**config.mk**
```make
export PLATFORM = sky130hd
export DESIGN_NAME = kan_replay_fifo
export DESIGN_NICKNAME = d
export VERILOG_FILES = /design/src/rtl/kan_pkg.sv /design/src/rtl/kan_fifo_ram.sv /design/src/rtl/kan_replay_fifo.sv
export SDC_FILE = /design/constraint.sdc
export NUM_CORES = 1
export LEC_CHECK = 0
export CORE_ASPECT_RATIO = 0.75
export CORE_UTILIZATION = 60
export DETAILED_ROUTE_END_ITERATION = 7
export GPL_TIMING_DRIVEN = 0
export HOLD_SLACK_MARGIN = 0.05
export PLACE_DENSITY = 0.79
export SLEW_MARGIN = 30
export SYNTH_ARGS = -nofsm -noshare
export SYNTH_HDL_FRONTEND = slang
export SYNTH_SLANG_ARGS = --single-unit
```
**constraint.sdc**
```tcl
create_clock -name iclk -period 3.3 [get_ports iclk]
set_input_delay 0.495 -clock iclk [delete_from_list [all_inputs] [get_ports iclk]]
set_output_delay 0.495 -clock iclk [all_outputs]
set_load 0.05 [all_outputs]
```
**src/rtl/kan_pkg.sv**
```systemverilog
// Shared constants and sizing helpers for the KAN replay FIFO slice.
package kan_pkg;

   // Default lane width; each stored entry is NCH lanes of LANE_W bits.
   localparam int unsigned DWIDTH_DEF = 32'd16;
   localparam int unsigned LANE_W     = DWIDTH_DEF;

   // Default depth exponent and lane count.
   localparam int unsigned NDEPTH_DEF = 32'd4;
   localparam int unsigned NCH_DEF    = 32'd1;

   // Lane slicing width for a given per-lane data width.
   function automatic int unsigned lane_w(input int unsigned dwidth);
      return dwidth;
   endfunction

   // Pointers carry one extra wrap bit so full and empty are distinguishable.
   function automatic int unsigned ptr_w(input int unsigned ndepth);
      return ndepth + 32'd1;
   endfunction

endpackage

```
**src/rtl/kan_fifo_ram.sv**
```systemverilog
// Simple dual-port storage for the replay FIFO: synchronous write and a
// registered read port with enable. The array itself is never reset; only
// the read-data register is cleared by reset.
module kan_fifo_ram #(
   parameter int unsigned AW = 32'd4,
   parameter int unsigned W  = 32'd16
) (
   input  logic          iclk,
   input  logic          iresetn,
   input  logic          iwe,
   input  logic [AW-1:0] iwaddr,
   input  logic [W-1:0]  iwdata,
   input  logic          ire,
   input  logic [AW-1:0] iraddr,
   output logic [W-1:0]  ordata
);

   logic [W-1:0] mem_r [0:(2**AW)-1];
   logic [W-1:0] rdata_r;

   // Store write data at the write address.
   always_ff @(posedge iclk) begin
      if (iwe) begin
         mem_r[iwaddr] <= iwdata;
      end
   end

   // Registered read; data holds when no read is enabled.
   always_ff @(posedge iclk) begin
      if (!iresetn) begin
         rdata_r <= '0;
      end else if (ire) begin
         rdata_r <= mem_r[iraddr];
      end else begin
         rdata_r <= rdata_r;
      end
   end

   assign ordata = rdata_r;

endmodule

```
**src/rtl/kan_replay_fifo.sv**
```systemverilog
// Multi-lane FIFO with a retained replay window. A mark pointer protects
// already-read entries so a pass can be replayed by rewinding the read
// pointer. Status outputs are registered from next-state pointers, so they
// always equal the documented functions of the current pointers.
module kan_replay_fifo
   import kan_pkg::*;
#(
   parameter int unsigned DWIDTH = DWIDTH_DEF,
   parameter int unsigned NDEPTH = NDEPTH_DEF,
   parameter int unsigned NCH    = NCH_DEF
) (
   input  logic                     iclk,
   input  logic                     iresetn,
   input  logic                     iclr,
   input  logic                     iwrite,
   input  logic [NCH*DWIDTH-1:0]    idata,
   output logic                     ofull,
   input  logic                     iread,
   output logic [NCH*DWIDTH-1:0]    odata,
   output logic                     ovalid,
   output logic                     oempty,
   output logic [NDEPTH:0]          ocount,
   input  logic                     ikeep,
   input  logic                     imark,
   input  logic                     irewind,
   output logic                     oovf
);

   localparam int unsigned W    = NCH * lane_w(DWIDTH);
   localparam int unsigned PTRW = ptr_w(NDEPTH);
   localparam logic [PTRW-1:0] DEPTH_V = {1'b1, {NDEPTH{1'b0}}};
   localparam logic [PTRW-1:0] PTR_ONE = {{(PTRW-1){1'b0}}, 1'b1};

   logic [PTRW-1:0] wptr_r, rptr_r, mptr_r;
   logic [PTRW-1:0] wptr_nxt_s, rptr_nxt_s, mptr_nxt_s;
   logic            empty_r, full_r, ovalid_r, ovf_r;
   logic [PTRW-1:0] count_r;
   logic            wr_grant_s, rd_grant_s;
   logic            ram_we_s, ram_re_s;
   logic [W-1:0]    ram_rdata_s;

   // Grants from pre-edge flags and next-state pointer computation.
   always_comb begin
      wr_grant_s = iwrite & ~full_r;
      rd_grant_s = iread & ~empty_r & ~irewind;

      if (wr_grant_s) begin
         wptr_nxt_s = wptr_r + PTR_ONE;
      end else begin
         wptr_nxt_s = wptr_r;
      end

      if (irewind) begin
         rptr_nxt_s = mptr_r;
      end else if (rd_grant_s) begin
         rptr_nxt_s = rptr_r + PTR_ONE;
      end else begin
         rptr_nxt_s = rptr_r;
      end

      // Rewind together with mark keeps the existing mark.
      if (irewind & imark) begin
         mptr_nxt_s = mptr_r;
      end else if (~ikeep | imark) begin
         mptr_nxt_s = rptr_nxt_s;
      end else begin
         mptr_nxt_s = mptr_r;
      end
   end

   // Pointer, flag and strobe registers with reset > clear > normal priority.
   always_ff @(posedge iclk) begin
      if (!iresetn) begin
         wptr_r   <= '0;
         rptr_r   <= '0;
         mptr_r   <= '0;
         empty_r  <= 1'b1;
         full_r   <= 1'b0;
         count_r  <= '0;
         ovalid_r <= 1'b0;
         ovf_r    <= 1'b0;
      end else if (iclr) begin
         wptr_r   <= '0;
         rptr_r   <= '0;
         mptr_r   <= '0;
         empty_r  <= 1'b1;
         full_r   <= 1'b0;
         count_r  <= '0;
         ovalid_r <= 1'b0;
         ovf_r    <= 1'b0;
      end else begin
         wptr_r   <= wptr_nxt_s;
         rptr_r   <= rptr_nxt_s;
         mptr_r   <= mptr_nxt_s;
         empty_r  <= (rptr_nxt_s == wptr_nxt_s);
         full_r   <= ((wptr_nxt_s - mptr_nxt_s) == DEPTH_V);
         count_r  <= wptr_nxt_s - rptr_nxt_s;
         ovalid_r <= rd_grant_s;
         ovf_r    <= ovf_r | (iwrite & full_r);
      end
   end

   // A clear discards any same-cycle write or read so odata holds.
   assign ram_we_s = wr_grant_s & iresetn & ~iclr;
   assign ram_re_s = rd_grant_s & ~iclr;

   kan_fifo_ram #(
      .AW (NDEPTH),
      .W  (W)
   ) u_ram (
      .iclk    (iclk),
      .iresetn (iresetn),
      .iwe     (ram_we_s),
      .iwaddr  (wptr_r[NDEPTH-1:0]),
      .iwdata  (idata),
      .ire     (ram_re_s),
      .iraddr  (rptr_r[NDEPTH-1:0]),
      .ordata  (ram_rdata_s)
   );

   assign odata  = ram_rdata_s;
   assign ovalid = ovalid_r;
   assign oempty = empty_r;
   assign ofull  = full_r;
   assign ocount = count_r;
   assign oovf   = ovf_r;

endmodule

```
==> reports/results.tsv, run 1 <==
stage	metric	value	unit
logic_synthesis	syn nets	635	
detailed_routing	initial DRC count	665	
grt	largest net degree at the start of global routing	17	
logic_synthesis	Ys Warns	0	
floorplanning	die width	162	microns
finish	NumNets Final	718	
power_and_ir_drop	leakage power	4.17	nW
clock_tree	Root Buffer	clkbuf_16	
logic_synthesis	Top FF cell, synth	edfxtp_1	
detailed_routing	first drt pass iteration count	5	
clock_tree	CTS tree	built	
finish	ANT cells	0	
clock_tree	Longest Clk Path Bufs	3	
logic_synthesis	top-count cell post-synth	edfxtp_1	
logic_synthesis	top cell type's share of synthesized area	0.665	
logic_synthesis	Mapped Cells	597	
clock_tree	clock slew at reported path FFs	60	ps
setup_path	Crit Path Max Fanout	10	
outcome	status	finished, final reports clean	
clock_tree	CTS buffer count	27	
logic_synthesis	Unique masters post-synth	44	
finish	fraction of final layout cells sized beyond drive strength 1	0.207	
power_and_ir_drop	internal power	0.00582	W
logic_synthesis	Post-synth top cells	edfxtp_1 (256), mux4_2 (64), dfxtp_1 (40), mux2i_1 (40), nor2_1 (34)	
power_and_ir_drop	part of the power in registers	0.562	
timing	RSZ-0062 raised after global routing	false	
setup_path	Crit path required time	3750	ps
setup_path	Crit path max-delay family	simple AND/OR/NAND/NOR gates	
grt	antenna violations before repair	1	
detailed_routing	wire per inst	25.6	microns
logic_synthesis	sequential area share after synthesis	0.734	
detailed_routing	Post-route DRC	0	
timing	WHS	485	ps
detailed_routing	WL final	24300	microns
timing	Period minus WS final	3100	ps
power_and_ir_drop	clock share of power	0.405	
timing	Final setup viols	0	
timing	Slew @ Worst Pin	903	ps
finish	Fill cells	1088	
timing	Slew Limit Headroom	0.398	
grt	Total GRT Usage	0.257	
logic_synthesis	Mapped Area	11600	sq um
grt	vias in the first global route	5864	
power_and_ir_drop	power density cells	544	nW/um^2
logic_synthesis	Synth Register Bits	296	
detailed_routing	ANT nets after route	0	
logic_synthesis	ranking of synthesized cells by area	edfxtp_1 (66%), mux4_2 (12%), dfxtp_1 (6.9%)	
power_and_ir_drop	Sw Ratio	0.199	
power_and_ir_drop	combinational power share	0.033	
grt	final global-route overflow total	0	
setup_path	CP arrival	3550	ps
power_and_ir_drop	switching pwr	0.00145	W
timing	total negative slack	0	ps
timing	f_max	322	MHz
floorplanning	Die ar.	19800	sq um
clock_tree	htree depth	1	
hold_path	HP Class	flop to flop	
setup_path	Max stage delay on crit path	410	ps
floorplanning	row count	43	
floorplanning	Ports	49	
finish	register area	8490	sq um
timing	Final Hold Fails	0	
grt	first-pass GRT wire length	36000	microns
logic_synthesis	cell taking the most area after synthesis	edfxtp_1	
floorplanning	Initial Utilization	0.619	
floorplanning	die height	122	microns
clock_tree	# clock sinks	296	
flow_run	# Max-Cap Violations	0	
detailed_routing	vias per cell	6.21	
clock_tree	Skew-Pair Late Insertion Delay	520	ps
setup_path	Max stage delay cell, worst path	dfxtp_1	
logic_synthesis	Post-synth ARST share	0	
setup_path	Cell Chain, Critical Path	buf_2, clkbuf_4, nand2_1, nor2_1, xor2_1, mux2i_1, ha_1, and2_1, a221oi_1, o31ai_1, or2_2, mux2i_1	
timing	Final Max Tran Viols	0	
setup_path	Setup Crit Path Kind	flop to flop	
place	placed wire-length estimate	16000	microns
place	port buffer count	48	
floorplanning	CORE AREA	18700	sq um
power_and_ir_drop	maximum vdd drop	0.428	mV
timing	Period Utilization, post-route	0.940	
finish	area grow syn2layout	15.6	%
place	GPL Wtd Cong	0.920	
timing	Clock Skew	10.3	ps
detailed_routing	Via Count	5877	
setup_path	crit path capture type	flop	
setup_path	Buf/Inv on CP	2	
finish	Util after Layout	0.716	
setup_path	Worst setup SP type	flop	
setup_path	cell mode on critical path	mux2i_1	
finish	area of the multi-input gates	3010	sq um
logic_synthesis	Mean Syn Cell Area	19.4	sq um
logic_synthesis	Post-synth EDFFs	256	
==> final cells by class <==
class                   count  area share
flip-flops and latches    296       0.635
multi-input cells         266       0.225
clock buffers              32      0.0520
repair buffers             55      0.0430
well taps                 247      0.0231
plain buffers              27      0.0102
clock inverters            17     0.00955
inverters                   7     0.00197
==> power groups by stage <==
stage                     Sequential, W  Combinational (W)  Clock, W
after floorplan                 0.00418          0.0000904         0
after global placement          0.00416           0.000219         0
after detailed placement        0.00417           0.000233         0
after CTS                       0.00408           0.000234   0.00295
after global routing            0.00408           0.000253   0.00311
final                           0.00408           0.000237   0.00294
==> layer usage <==
| metal | vias up | GRT usage | part of all wire |
|---|---|---|---|
| met2 | 236 | 0.399 | 0.46 |
| li1 | 2568 | - | - |
| met3 | 41 | 0.0412 | 0.077 |
| met4 | 0 | 0.0719 | 0.025 |
| met5 | - | 0 | 0 |
| met1 | 3032 | 0.386 | 0.43 |
==> worst paths after layout <==
| path | startpoint | end | slack (ps) | cells after the start |
|---|---|---|---|---|
| setup / recovery | rptr_r[1] | ocount[4] | 200 | 12 |
| hold / removal | u_ram.ordata[3] | u_ram.ordata[3] | 490 | 2 |
| setup reg to reg | rptr_r[1] | ocount[4] | 200 | 12 |
| hold reg to reg | u_ram.ordata[3] | u_ram.ordata[3] | 490 | 2 |
==> sequential cells by signal, summed over array words and instances (netlist names) <==
signal / cells
u_ram.mem_r: 256
u_ram.ordata: 16
mptr_r: 5
ocount: 5
rptr_r: 5
wptr_r: 5
oempty: 1
ofull: 1
oovf: 1
ovalid: 1
==> cell families (layout without fill, tap and decap cells) <==
family                   count (synthesis)  after routing  synth area share
AO/OA/AOI/OAI                           53             53            0.0325
flip-flops                             296            296             0.734
adder cells (fa/ha/maj)                 15             15            0.0161
AND/OR/NAND/NOR                         82             82            0.0344
buffers and inverters                   35            138            0.0143
multiplexers                           105            105             0.160
XOR/XNOR                                11             11           0.00833
==> tightest hold or removal path, cell delays in order, from the launching register on <==
cell and delay, ps:
dfxtp_1 330, a2bb2oi_1 70, o21ai_1 60
==> layout by cell type (no fill, tap or decap), types with 14 or more instances in the layout <==
cell type	Yosys	routed
mux2i_1	40	39
clkdlybuf4s50_1	0	48
nor2_1	34	18
o21ai_1	18	18
nand2_1	16	16
dfxtp_1	40	40
mux4_2	64	64
clkbuf_16	0	27
ha_1	14	14
edfxtp_1	256	256
a2bb2oi_1	16	16
==> through the flow <==
| stage | power, W | std cells | instance area [sq um] | worst slack, ps |
|---|---|---|---|---|
| 3_3_place_gp | 0.00438 | 892 | 12400 | -162 |
| 6_report | 0.00726 | 947 | 13400 | 198 |
| 4_1_cts | 0.00727 | 948 | 13400 | 137 |
| 2_1_floorplan | 0.00427 | 597 | 11600 | 584 |
| 5_1_grt | 0.00744 | 947 | 13400 | 61.0 |
| 3_5_place_dp | 0.00440 | 899 | 12500 | -356 |
==> what timing repair did <==
item / in CTS / in global routing
setup endpoints to repair: 0 / 2
hold buffers: 0 / 0
setup buffers: 0 / 0
gates resized for setup: 0 / 3
Power figures use the tool's default switching activity.
==> inputs of run 2 (changes only) <==
GPL_ROUTABILITY_DRIVEN = 0   (was unset)
==> reports/results.tsv, run 2 (synthesis results as in run 1) <==
stage	metric	value	unit
place	dpl cells	899	
timing	Clock Skew	10.1	ps
detailed_routing	first drt pass iteration count	5	
setup_path	r2r endpoint	ocount[4]	
floorplanning	die width	162	microns
setup_path	Setup Crit Path Kind	flop to flop	
power_and_ir_drop	power density cells	558	nW/um^2
setup_path	Max stage delay on crit path	440	ps
timing	Slew @ Worst Pin	961	ps
finish	Final Instance Area	13400	sq um
floorplanning	Die ar.	19800	sq um
detailed_routing	wire per inst	26.1	microns
finish	area grow syn2layout	16.2	%
clock_tree	post-CTS setup buffers	0	
setup_path	Worst Setup EP	ocount[4]	
place	DP Worst Slack	-333	ps
clock_tree	CTS tree	built	
finish	fraction of final layout cells sized beyond drive strength 1	0.213	
hold_path	HP Class	flop to flop	
floorplanning	Initial Utilization	0.619	
power_and_ir_drop	leakage power	4.21	nW
timing	Period minus WS final	3060	ps
timing	setup slack after layout	237	ps
timing	Period Utilization, post-route	0.928	
timing	RSZ-0062 raised after global routing	false	
power_and_ir_drop	Pwr Total	0.00750	W
flow_run	# Max-Cap Violations	0	
detailed_routing	ANT nets after route	0	
setup_path	crit path from	rptr_r[1]	
finish	ANT cells	0	
setup_path	Crit Path Max Fanout	10	
grt	first-pass GRT wire length	37000	microns
setup_path	CP arrival	3520	ps
finish	register with the most flip-flops	u_ram.mem_r	
timing	Final Hold Fails	0	
setup_path	Cell Chain, Critical Path	buf_6, buf_4, nand2_1, nor2_1, xor2_1, mux2i_1, ha_1, and2_1, a221oi_1, o31ai_1, or2_2, mux2i_1	
setup_path	Max stage delay cell, worst path	dfxtp_1	
finish	NumNets Final	718	
detailed_routing	vias per cell	6.30	
finish	max reg flops	256	
place	port buffer count	48	
floorplanning	Ports	49	
grt	final global-route overflow total	0	
setup_path	Crit path required time	3760	ps
detailed_routing	Post-route DRC	0	
clock_tree	Longest Clk Path Bufs	3	
timing	Final Max Tran Viols	0	
clock_tree	# clock sinks	296	
setup_path	Worst setup SP type	flop	
grt	antenna violations before repair	0	
setup_path	RR Startpoint	rptr_r[1]	
clock_tree	CTS buffer count	27	
timing	f_max	326	MHz
setup_path	Worst R2R Path Depth	12	
floorplanning	row count	43	
floorplanning	CORE AREA	18700	sq um
detailed_routing	initial DRC count	612	
power_and_ir_drop	maximum vdd drop	0.407	mV
detailed_routing	Via Count	5968	
floorplanning	die height	122	microns
outcome	status	finished, final reports clean	
timing	Slew Limit Headroom	0.359	
grt	largest net degree at the start of global routing	20	
setup_path	cell mode on critical path	mux2i_1	
clock_tree	htree depth	1	
clock_tree	hold buffer count at cts	0	
place	placed wire-length estimate	15800	microns
timing	total negative slack	0	ps
setup_path	R2R Setup Slk	240	ps
clock_tree	Root Buffer	clkbuf_16	
detailed_routing	WL final	24700	microns
grt	vias in the first global route	6001	
timing	Final setup viols	0	
setup_path	crit path capture type	flop	
clock_tree	clock slew at reported path FFs	70	ps
finish	commonest cells after routing, fill and taps aside	edfxtp_1 (256), mux4_2 (64), clkdlybuf4s50_1 (48)	
finish	fin cells	947	
finish	most common cell after layout, fill and taps aside	edfxtp_1	
grt	Total GRT Usage	0.263	
place	Post-DP Area	12500	sq um
clock_tree	Skew-Pair Late Insertion Delay	540	ps
[run 2: power breakdown]
| group | internal, W | switching [W] | total (W) |
|---|---|---|---|
| sequential | 0.00408 | 0.00000804 | 0.00408 |
| combinational | 0.0000865 | 0.000152 | 0.000238 |
| clock | 0.00186 | 0.00132 | 0.00318 |
| total | 0.00602 | 0.00148 | 0.00750 |
[run 2: timing repair]
action	4_1_cts	5_1_grt
setup endpoints to repair	1	2
endpoints found under the hold margin	0	0
gates resized for setup	1	7
[run 2: routing by layer]
metal  GRT usage  routed length (microns)  vias up
li1            -                        -     2558
met1       0.391                    10500     3082
met2       0.405                    11500      271
met3      0.0449                     1870       57
met4      0.0825                      772        0
met5           0                        0        -
[run 2: worst min path at each step]
stage                         start              end  slack [ps]  depth (start not counted)
floorplan                 mptr_r[1]        mptr_r[1]         490                          2
global placement               oovf             oovf         450                          2
detailed placement  u_ram.ordata[4]  u_ram.ordata[4]         480                          2
CTS                 u_ram.ordata[4]  u_ram.ordata[4]         490                          2
global route        u_ram.ordata[7]  u_ram.ordata[7]         510                          2
finish              u_ram.ordata[8]  u_ram.ordata[8]         490                          2
[run 2: final cells by class]
type                    count  area [sq um]
flip-flops and latches    296          8490
fillers                  1059          5230
multi-input cells         266          3010
clock buffers              34           722
repair buffers             55           563
well taps                 247           309
clock inverters            15           175
plain buffers              27           146
inverters                   7          26.3
[run 2: through the flow]
stage | hold slack [ps] | utilization
after floorplan | 495 | -
after global placement | 453 | 0.662
after detailed placement | 477 | 0.671
after CTS | 493 | 0.719
after global routing | 507 | 0.720
final | 491 | 0.720
[run 2: critical path, delay by kind of cell (launching register included)]
kind | cells | cell delay (ps)
and+or+nand+nor | 4 | 720
DFF | 1 | 440
buffers and inverters | 2 | 440
AOI/OAI and AO/OA | 2 | 440
adders and majority gates | 1 | 380
muxes | 2 | 320
xor gates and xnor gates | 1 | 220
